**src/rtl/i2c_sda_ctrl.sv**
```systemverilog
// Open-drain SDA shifter for the I2C master: START, byte write/read, ACK phase, STOP.
// Optional macro I2C_SDA_SYNC_EN puts sda_in through a 2-flop synchronizer before sampling.
`timescale 1ns/1ps
module i2c_sda_ctrl #(
    parameter int DATA_LEN   = 8,
    parameter int STOP_SETUP = 2
) (
    input  logic                clk,
    input  logic                rst_n,
    input  logic                scl,
    input  logic                sda_in,
    input  logic                cmd_valid,
    input  logic [1:0]          cmd,
    input  logic [DATA_LEN-1:0] tx_data,
    input  logic                mst_ack,
    output logic                cmd_ready,
    output logic                sda_oe,
    output logic [DATA_LEN-1:0] rx_data,
    output logic                ack_rcvd,
    output logic                byte_done,
    output logic                stop_done,
    output logic                cmd_err,
    output logic                busy
);

    // state      | meaning
    // S_IDLE     | bus free, waiting for START
    // S_START    | SDA pulled low under high SCL, waiting for SCL fall
    // S_HOLD     | SCL low between phases, waiting for next command
    // S_DATA     | shifting DATA_LEN bits out (WRITE) or in (READ)
    // S_ACK      | ninth clock: slave ACK (WRITE) or master ACK/NACK (READ)
    // S_STOP     | SDA held low, waiting for SCL rise
    // S_STOP_WAIT| STOP setup time before SDA release
    typedef enum logic [2:0] {
        S_IDLE, S_START, S_HOLD, S_DATA, S_ACK, S_STOP, S_STOP_WAIT
    } state_t;

    localparam logic [1:0] CMD_START = 2'b00;
    localparam logic [1:0] CMD_WRITE = 2'b01;
    localparam logic [1:0] CMD_READ  = 2'b10;
    localparam logic [1:0] CMD_STOP  = 2'b11;

    localparam int CNT_W  = (DATA_LEN > 2) ? $clog2(DATA_LEN) : 1;
    localparam int WAIT_W = (STOP_SETUP > 2) ? $clog2(STOP_SETUP) : 1;
    localparam logic [CNT_W-1:0]  BIT_LAST  = CNT_W'(DATA_LEN - 1);
    localparam logic [WAIT_W-1:0] WAIT_LOAD = WAIT_W'(STOP_SETUP - 1);

    state_t              state, state_nxt;
    logic                scl_q, run;
    logic                sda_s;
    logic                sda_oe_nxt;
    logic [DATA_LEN-1:0] shreg, shreg_nxt;
    logic [DATA_LEN-1:0] rx_data_nxt;
    logic [CNT_W-1:0]    bit_cnt, bit_cnt_nxt;
    logic [WAIT_W-1:0]   wait_cnt, wait_cnt_nxt;
    logic                is_read, is_read_nxt;
    logic                mst_ack_l, mst_ack_l_nxt;
    logic                ack_rcvd_nxt;
    logic                byte_done_nxt, stop_done_nxt, cmd_err_nxt;
    logic                scl_rise, scl_fall, cmd_acc;

`ifdef I2C_SDA_SYNC_EN
    logic [1:0] sda_sync;

    always_ff @(posedge clk or negedge rst_n) begin
        if (!rst_n) sda_sync <= 2'b11;
        else        sda_sync <= {sda_sync[0], sda_in};
    end

    assign sda_s = sda_sync[1];
`else
    assign sda_s = sda_in;
`endif

    assign scl_rise  = scl & ~scl_q;
    assign scl_fall  = ~scl & scl_q;
    // run keeps cmd_ready low while reset is asserted
    assign cmd_ready = run & ((state == S_IDLE) | ((state == S_HOLD) & ~scl_q));
    assign cmd_acc   = cmd_valid & cmd_ready;
    assign busy      = (state != S_IDLE);

    always_ff @(posedge clk or negedge rst_n) begin
        if (!rst_n) begin
            state     <= S_IDLE;
            scl_q     <= 1'b1;
            run       <= 1'b0;
            sda_oe    <= 1'b0;
            shreg     <= '0;
            rx_data   <= '0;
            bit_cnt   <= '0;
            wait_cnt  <= '0;
            is_read   <= 1'b0;
            mst_ack_l <= 1'b0;
            ack_rcvd  <= 1'b0;
            byte_done <= 1'b0;
            stop_done <= 1'b0;
            cmd_err   <= 1'b0;
        end else begin
            state     <= state_nxt;
            scl_q     <= scl;
            run       <= 1'b1;
            sda_oe    <= sda_oe_nxt;
            shreg     <= shreg_nxt;
            rx_data   <= rx_data_nxt;
            bit_cnt   <= bit_cnt_nxt;
            wait_cnt  <= wait_cnt_nxt;
            is_read   <= is_read_nxt;
            mst_ack_l <= mst_ack_l_nxt;
            ack_rcvd  <= ack_rcvd_nxt;
            byte_done <= byte_done_nxt;
            stop_done <= stop_done_nxt;
            cmd_err   <= cmd_err_nxt;
        end
    end

    always_comb begin
        state_nxt     = state;
        sda_oe_nxt    = sda_oe;
        shreg_nxt     = shreg;
        rx_data_nxt   = rx_data;
        bit_cnt_nxt   = bit_cnt;
        wait_cnt_nxt  = wait_cnt;
        is_read_nxt   = is_read;
        mst_ack_l_nxt = mst_ack_l;
        ack_rcvd_nxt  = ack_rcvd;
        byte_done_nxt = 1'b0;
        stop_done_nxt = 1'b0;
        cmd_err_nxt   = 1'b0;

        case (state)
            S_IDLE: begin
                if (cmd_acc) begin
                    if (cmd == CMD_START) begin
                        sda_oe_nxt = 1'b1;
                        state_nxt  = S_START;
                    end else begin
                        cmd_err_nxt = 1'b1;
                    end
                end
            end
            S_START: begin
                if (scl_fall) state_nxt = S_HOLD;
            end
            S_HOLD: begin
                if (cmd_acc) begin
                    case (cmd)
                        CMD_WRITE: begin
                            shreg_nxt   = tx_data;
                            sda_oe_nxt  = ~tx_data[DATA_LEN-1];
                            bit_cnt_nxt = BIT_LAST;
                            is_read_nxt = 1'b0;
                            state_nxt   = S_DATA;
                        end
                        CMD_READ: begin
                            sda_oe_nxt    = 1'b0;
                            bit_cnt_nxt   = BIT_LAST;
                            is_read_nxt   = 1'b1;
                            mst_ack_l_nxt = mst_ack;
                            state_nxt     = S_DATA;
                        end
                        CMD_STOP: begin
                            sda_oe_nxt = 1'b1;
                            state_nxt  = S_STOP;
                        end
                        default: cmd_err_nxt = 1'b1;
                    endcase
                end
            end
            S_DATA: begin
                if (is_read && scl_rise) shreg_nxt = {shreg[DATA_LEN-2:0], sda_s};
                if (scl_fall) begin
                    if (bit_cnt == '0) begin
                        sda_oe_nxt = is_read ? mst_ack_l : 1'b0;
                        state_nxt  = S_ACK;
                    end else begin
                        bit_cnt_nxt = bit_cnt - CNT_W'(1);
                        if (!is_read) begin
                            shreg_nxt  = {shreg[DATA_LEN-2:0], 1'b0};
                            sda_oe_nxt = ~shreg[DATA_LEN-2];
                        end
                    end
                end
            end
            S_ACK: begin
                if (!is_read && scl_rise) ack_rcvd_nxt = ~sda_s;
                if (scl_fall) begin
                    sda_oe_nxt    = 1'b0;
                    byte_done_nxt = 1'b1;
                    if (is_read) rx_data_nxt = shreg;
                    state_nxt     = S_HOLD;
                end
            end
            S_STOP: begin
                if (scl_rise) begin
                    wait_cnt_nxt = WAIT_LOAD;
                    state_nxt    = S_STOP_WAIT;
                end
            end
            S_STOP_WAIT: begin
                // SCL must stay high until SDA is released; a fall aborts the STOP
                if (scl_fall) begin
                    sda_oe_nxt  = 1'b0;
                    cmd_err_nxt = 1'b1;
                    state_nxt   = S_IDLE;
                end else if (wait_cnt == '0) begin
                    sda_oe_nxt    = 1'b0;
                    stop_done_nxt = 1'b1;
                    state_nxt     = S_IDLE;
                end else begin
                    wait_cnt_nxt = wait_cnt - WAIT_W'(1);
                end
            end
            default: state_nxt = S_IDLE;
        endcase
    end

endmodule

```
**config.mk**
```make
export PLATFORM = sky130hd
export DESIGN_NAME = i2c_sda_ctrl
export DESIGN_NICKNAME = d
export VERILOG_FILES = /design/src/rtl/i2c_sda_ctrl.sv
export SDC_FILE = /design/constraint.sdc
export NUM_CORES = 1
export LEC_CHECK = 0
export CAP_MARGIN = 0
export CELL_PAD_IN_SITES_DETAIL_PLACEMENT = 1
export CELL_PAD_IN_SITES_GLOBAL_PLACEMENT = 1
export CORE_ASPECT_RATIO = 0.6
export CORE_UTILIZATION = 41
export DETAILED_ROUTE_END_ITERATION = 7
export GPL_TIMING_DRIVEN = 0
export PLACE_DENSITY_LB_ADDON = 0.1
export SLEW_MARGIN = 20
export SYNTH_ARGS = -nofsm -noshare
export SYNTH_HDL_FRONTEND = slang
export SYNTH_SLANG_ARGS = --single-unit
```
**constraint.sdc**
```tcl
create_clock -name clk -period 2 [get_ports clk]
set_input_delay 0.3 -clock clk [delete_from_list [all_inputs] [get_ports clk]]
set_output_delay 0.3 -clock clk [all_outputs]
set_load 0.01 [all_outputs]
```
==> results of run 1 <==
[metrics by stage]
step	util	total power, uW	std cells
finish	0.564	3130	277
detailed placement	0.527	2440	268
global route	0.564	3300	277
CTS	0.563	3120	277
floorplan	-	1950	178
global placement	0.528	2350	268
[state kept, by name, indices dropped and copies added, names as in the netlist, 3 cells and up]
name and flops:
rx_data 8, shreg 8, bit_cnt 3, state 3
[logic make-up (layout without fill, tap and decap cells)]
family | Yosys count | count (layout)
adder cells (fa/ha/maj) | 7 | 7
flip-flops | 32 | 32
XOR/XNOR | 1 | 1
buffers and inverters | 15 | 54
multiplexers | 11 | 11
AO/OA/AOI/OAI | 46 | 46
AND/OR/NAND/NOR | 65 | 65
other | 1 | 1
[synthesized netlist by cell type, types with 3 or more instances]
cell type | instances | area [um2]
buf_2 | 5 | 25.0
dfrtp_1 | 31 | 776
a21oi_1 | 4 | 20.0
o221a_2 | 5 | 56.3
o21ai_0 | 14 | 70.1
nand2b_1 | 4 | 25.0
nand2_1 | 11 | 41.3
nand3b_1 | 3 | 22.5
inv_1 | 8 | 30.0
mux2_2 | 9 | 101
nor3_1 | 7 | 35.0
ha_1 | 7 | 87.6
nor2_1 | 17 | 63.8
nor2b_1 | 4 | 25.0
[report_power, final]
part	switching (uW)	internal (uW)
combinational	841	717
sequential	168	835
clock	256	314
total	1260	1870
[area by class of cell]
| type | count | area share |
|---|---|---|
| well taps | 60 | 0.0314 |
| flip-flops and latches | 32 | 0.336 |
| clock buffers | 8 | 0.0419 |
| plain buffers | 7 | 0.0251 |
| multi-input cells | 131 | 0.428 |
| inverters | 8 | 0.0126 |
| repair buffers | 31 | 0.125 |
[timing repair]
action                                  4_1_cts  5_1_grt
buffers inserted                              1        0
endpoints found under the setup margin        3        2
resized for setup                            20        2
pin swaps                                     1        0
[worst max-delay path: stages, from the launching register on]
cell	delay, ns
dfrtp_1	0.42
buf_6	0.16
buf_6	0.15
clkbuf_8	0.17
or3_1	0.30
buf_2	0.15
[worst max-delay path by stage]
stage	to	slack [ns]	cells past startpoint
floorplan	sda_oe$_DFFE_PN0P_	0.25	7
CTS	sda_oe$_DFFE_PN0P_	0.03	8
global route	cmd_ready	0.03	5
finish	busy	0.07	5
detailed placement	sda_oe$_DFFE_PN0P_	-0.43	8
global placement	sda_oe$_DFFE_PN0P_	-0.32	8
[per-layer routing]
metal	share of wire	vias to the layer above	track usage
li1	-	719	-
met2	0.47	47	0.409
met3	0.055	9	0.0567
met4	0.012	0	0.0688
met5	0	-	0
met1	0.47	824	0.329
==> flow_metrics.py, run 1 <==
metrics = {
    "run_status": {
        "status": "complete, no violations",
    },
    "cells_and_area": {
        "mostFrequentLayoutCells": "30 x dfrtp_1, 25 x clkdlybuf4s50_1, 16 x nor2_1",
        "n_fill_cell": 499,
        "multi_input_comb_area_mm2": 0.00102,
        "fin_nets": 239,
        "n_antenna_cell": 0,
        "final-seq-area_um2": 803,
        "areaGrowthSynthToFinish_pct": 28.4,
        "stdcell_area_mm2": 0.00239,
        "layout-drive-gt1-share": 0.240,
        "final_common_cell": "dfrtp_1",
    },
    "placed_design": {
        "post_dp_cell_area_mm2": 0.00223,
        "post-dp-hpwl_mm": 3.82,
        "preCtsSetupSlack_ns": -0.429,
        "port-buffer-count": 30,
        "place_congestion": 0.883,
    },
    "sta": {
        "slew_viol_final": 0,
        "fin_tns_setup_ns": 0,
        "tightestPinTransition_ns": 0.739,
        "hold_slack_ns": 0.0719,
        "relSlewSlack": 0.508,
        "hold_violations": 0,
        "max_freq_mhz": 519,
        "period_needed_ns": 1.93,
        "setup_viol": 0,
        "skew_ns": 0.00968,
        "period_share": 0.963,
        "rsz0062_at_grt": "false",
        "setup_ws_ns": 0.0736,
    },
    "yosys": {
        "synth.avg_cell_area_um2": 10.5,
        "synthDistinctLibCells": 54,
        "synth_seq_area_share": 0.431,
        "synth-seq-cells": 32,
        "synth-xor-area-share": 0.00470,
        "synth_fp_nets": 201,
        "synth-main-ff-cell": "dfrtp_1",
        "synth-warning-count": 0,
        "synth_area_mm2": 0.00186,
        "syn_inst": 178,
        "synth_compound_area_frac": 0.213,
        "synth_simple_gate_area_frac": 0.201,
        "synth_edf_count": 0,
        "async_flop_share": 1.00,
        "synthMuxAreaShare": 0.0679,
        "synth_top_family_by_area": "compound AO/OA/AOI/OAI gates",
        "synthAdderAreaFrac": 0.0470,
    },
    "worst_setup_path": {
        "startpoint": "state[0]$_DFFE_PN0P_",
        "r2r_start": "state[0]$_DFFE_PN0P_",
        "worst_ep_arrival_time_ns": 1.63,
        "path_class": "reg -> out",
        "worstPathRequired_ns": 1.70,
        "reg2reg_setup_slack_ns": 0.14,
        "critPathCaptureType": "primary output",
        "reg2reg_depth": 6,
        "worstPathMaxFanout": 10,
        "cp-start-kind": "flop",
        "reg2reg_to": "sda_oe$_DFFE_PN0P_",
    },
    "floorplan": {
        "die-area_mm2": 0.00482,
        "core-area_mm2": 0.00423,
        "die_y_um": 54.2,
        "fp.dieW_um": 89.0,
        "ios": 31,
        "rows": 18,
        "start_util": 0.440,
    },
    "clock_network": {
        "htree_levels": 2,
        "cts_sinks": 32,
        "cts.clk_slew.worst_paths_ns": 0.08,
        "clk_path_buf_depth": 2,
        "hold_buffers": 0,
        "cts_tree": "built",
        "clk_latency_ns": 0.29,
        "cts-root-buf": "clkbuf_8",
        "numCtsBuffers": 5,
    },
    "grt": {
        "grt_max_degree": 33,
        "grt_pass1_vias": 1674,
        "grt_overflow_total": 0,
        "grt_use_total": 0.247,
        "grt_pass1_wl_mm": 8.54,
        "antenna_found_initial": 0,
    },
    "route": {
        "post-route-drc-count": 0,
        "drt-wirelength-per-cell_um": 19.2,
        "first_pass_iters": 4,
        "vias_per_cell": 5.77,
        "ant_nets": 0,
        "drt_iter0_markers": 92,
        "num_vias": 1599,
        "wirelength_mm": 5.31,
    },
    "worst_hold_path": {
        "hp-class": "in -> async",
    },
    "power": {
        "power.leakage_uw": 0.00103,
        "ir_drop_uv": 516,
        "powerDensity_mw_per_mm2": 1310,
    },
    "job": {
        "max_cap_viol_count": 0,
    },
}
Note: power is estimated with default switching activity, not from simulation.
==> inputs of run 2 (changes only) <==
Settings changed: RECOVER_POWER set to 100.
==> flow_metrics.py, run 2 (synthesis gave the netlist of run 1 again) <==
metrics = {
    "cells_and_area": {
        "multi_input_comb_area_um2": 995,
        "n_fill_cell": 502,
        "n_antenna_cell": 0,
        "layout-drive-gt1-share": 0.226,
        "top_regs": "rx_data x8, shreg x8",
        "areaGrowthSynthToFinish_pct": 26.8,
        "fin_util": 0.558,
        "mostFrequentLayoutCells": "30 x dfrtp_1, 16 x nor2_1, 14 x o21ai_0",
        "final-seq-area_um2": 803,
        "final_common_cell": "dfrtp_1",
        "fin_nets": 239,
    },
    "worst_setup_path": {
        "reg2reg_to": "sda_oe$_DFFE_PN0P_",
        "worstPathMaxFanout": 10,
        "reg2reg_depth": 5,
        "worst_ep_arrival_time_ns": 1.63,
        "r2r_start": "state[2]$_DFFE_PN0P_",
        "worstPathRequired_ns": 1.70,
        "reg2reg_setup_slack_ns": 0.09,
        "cp-start-kind": "flop",
        "critPathCaptureType": "primary output",
        "path_class": "reg -> out",
    },
    "grt": {
        "grt_overflow_total": 0,
        "grt_use_total": 0.247,
        "use_met1": 0.329,
        "grt.busiest_layer": "met2",
        "grt_pass1_vias": 1674,
        "antenna_found_initial": 0,
        "use_met3": 0.0567,
        "met2_usage": 0.409,
        "grt_pass1_wl_mm": 8.54,
        "grt_max_degree": 33,
    },
    "power": {
        "power.leakage_uw": 0.00106,
        "ir_drop_uv": 496,
        "powerDensity_mw_per_mm2": 1290,
        "total_power_uw": 3050,
    },
    "sta": {
        "setup_viol": 0,
        "fin_tns_setup_ns": 0,
        "hold_slack_ns": 0.0703,
        "skew_ns": 0.00940,
        "period_needed_ns": 1.93,
        "slew_viol_final": 0,
        "rsz0062_at_grt": "false",
        "max_freq_mhz": 518,
        "period_share": 0.965,
        "relSlewSlack": 0.508,
        "hold_violations": 0,
        "tightestPinTransition_ns": 0.738,
    },
    "route": {
        "post-route-drc-count": 0,
        "num_vias": 1614,
        "wirelength_mm": 5.28,
        "ant_nets": 0,
        "drt_iter0_markers": 102,
        "vias_per_cell": 5.83,
        "first_pass_iters": 4,
        "drt-wirelength-per-cell_um": 19.1,
    },
    "placed_design": {
        "port-buffer-count": 30,
        "place_congestion": 0.883,
        "post-dp-hpwl_mm": 3.82,
    },
    "clock_network": {
        "clk_path_buf_depth": 2,
        "clk_latency_ns": 0.29,
        "cts_tree": "built",
        "numCtsBuffers": 5,
        "cts-root-buf": "clkbuf_8",
        "hold_buffers": 0,
        "cts_sinks": 32,
        "cts.clk_slew.worst_paths_ns": 0.08,
        "htree_levels": 2,
    },
    "worst_hold_path": {
        "hp-class": "in -> async",
    },
    "floorplan": {
        "fp.dieW_um": 89.0,
        "die-area_mm2": 0.00482,
        "rows": 18,
        "start_util": 0.440,
        "die_y_um": 54.2,
        "ios": 31,
        "core-area_mm2": 0.00423,
    },
    "job": {
        "max_cap_viol_count": 0,
    },
    "run_status": {
        "status": "complete, no violations",
    },
}
-- run 2: what timing repair did --
action	in CTS	in global routing
pin swaps	1	0
setup endpoints to repair	3	2
buffers inserted	1	0
resized for setup	20	2
-- run 2: layout make-up --
class / instances / share of cell area
multi-input combinational: 131 / 0.421
timing repair buffer: 31 / 0.126
buffer: 7 / 0.0254
tap: 60 / 0.0318
inverter: 8 / 0.0127
sequential: 32 / 0.340
clock buffer: 8 / 0.0424
-- run 2: metrics by stage --
| step | cell area (um2) | cells | setup slack, ns |
|---|---|---|---|
| after floorplan | 1860 | 178 | 0.252 |
| after global placement | 2240 | 268 | -0.321 |
| after detailed placement | 2230 | 268 | -0.429 |
| after CTS | 2380 | 277 | 0.0253 |
| after global routing | 2360 | 277 | 0.0267 |
| final | 2360 | 277 | 0.0699 |
-- run 2: worst max-delay path: stages, from the launching register on --
cell and delay [ns]:
dfrtp_2 0.42, buf_4 0.20, buf_4 0.20, nand2_1 0.06
and3_1 0.18, dlygate4sd2_1 0.28
-- run 2: power by group --
part           switching, uW  internal, uW  total, uW
sequential               164           835        999
combinational            815           665       1480
clock                    255           314        570
total                   1230          1810       3050
-- run 2: worst max-delay path by stage --
stage | from | end | cells past startpoint
floorplan | bit_cnt[0]$_DFFE_PN0P_ | sda_oe$_DFFE_PN0P_ | 7
global placement | cmd[1] | sda_oe$_DFFE_PN0P_ | 8
detailed placement | cmd[0] | sda_oe$_DFFE_PN0P_ | 8
CTS | cmd[1] | sda_oe$_DFFE_PN0P_ | 8
global route | state[1]$_DFFE_PN0P_ | cmd_ready | 5
finish | state[1]$_DFFE_PN0P_ | cmd_ready | 5
-- run 2: layer usage --
metal | share of wire | vias to the layer above
met5 | 0 | -
met4 | 0.012 | 0
met3 | 0.052 | 9
met2 | 0.46 | 44
met1 | 0.47 | 841
li1 | - | 720
==> inputs of run 3 (changes only) <==
Settings changed: CTS_CLUSTER_SIZE set to 16, HOLD_SLACK_MARGIN set to 0.05, SETUP_SLACK_MARGIN set to 0.02.
==> results of run 3 <==
No change in the layout: final DEF, timing and power equal those of run 2.
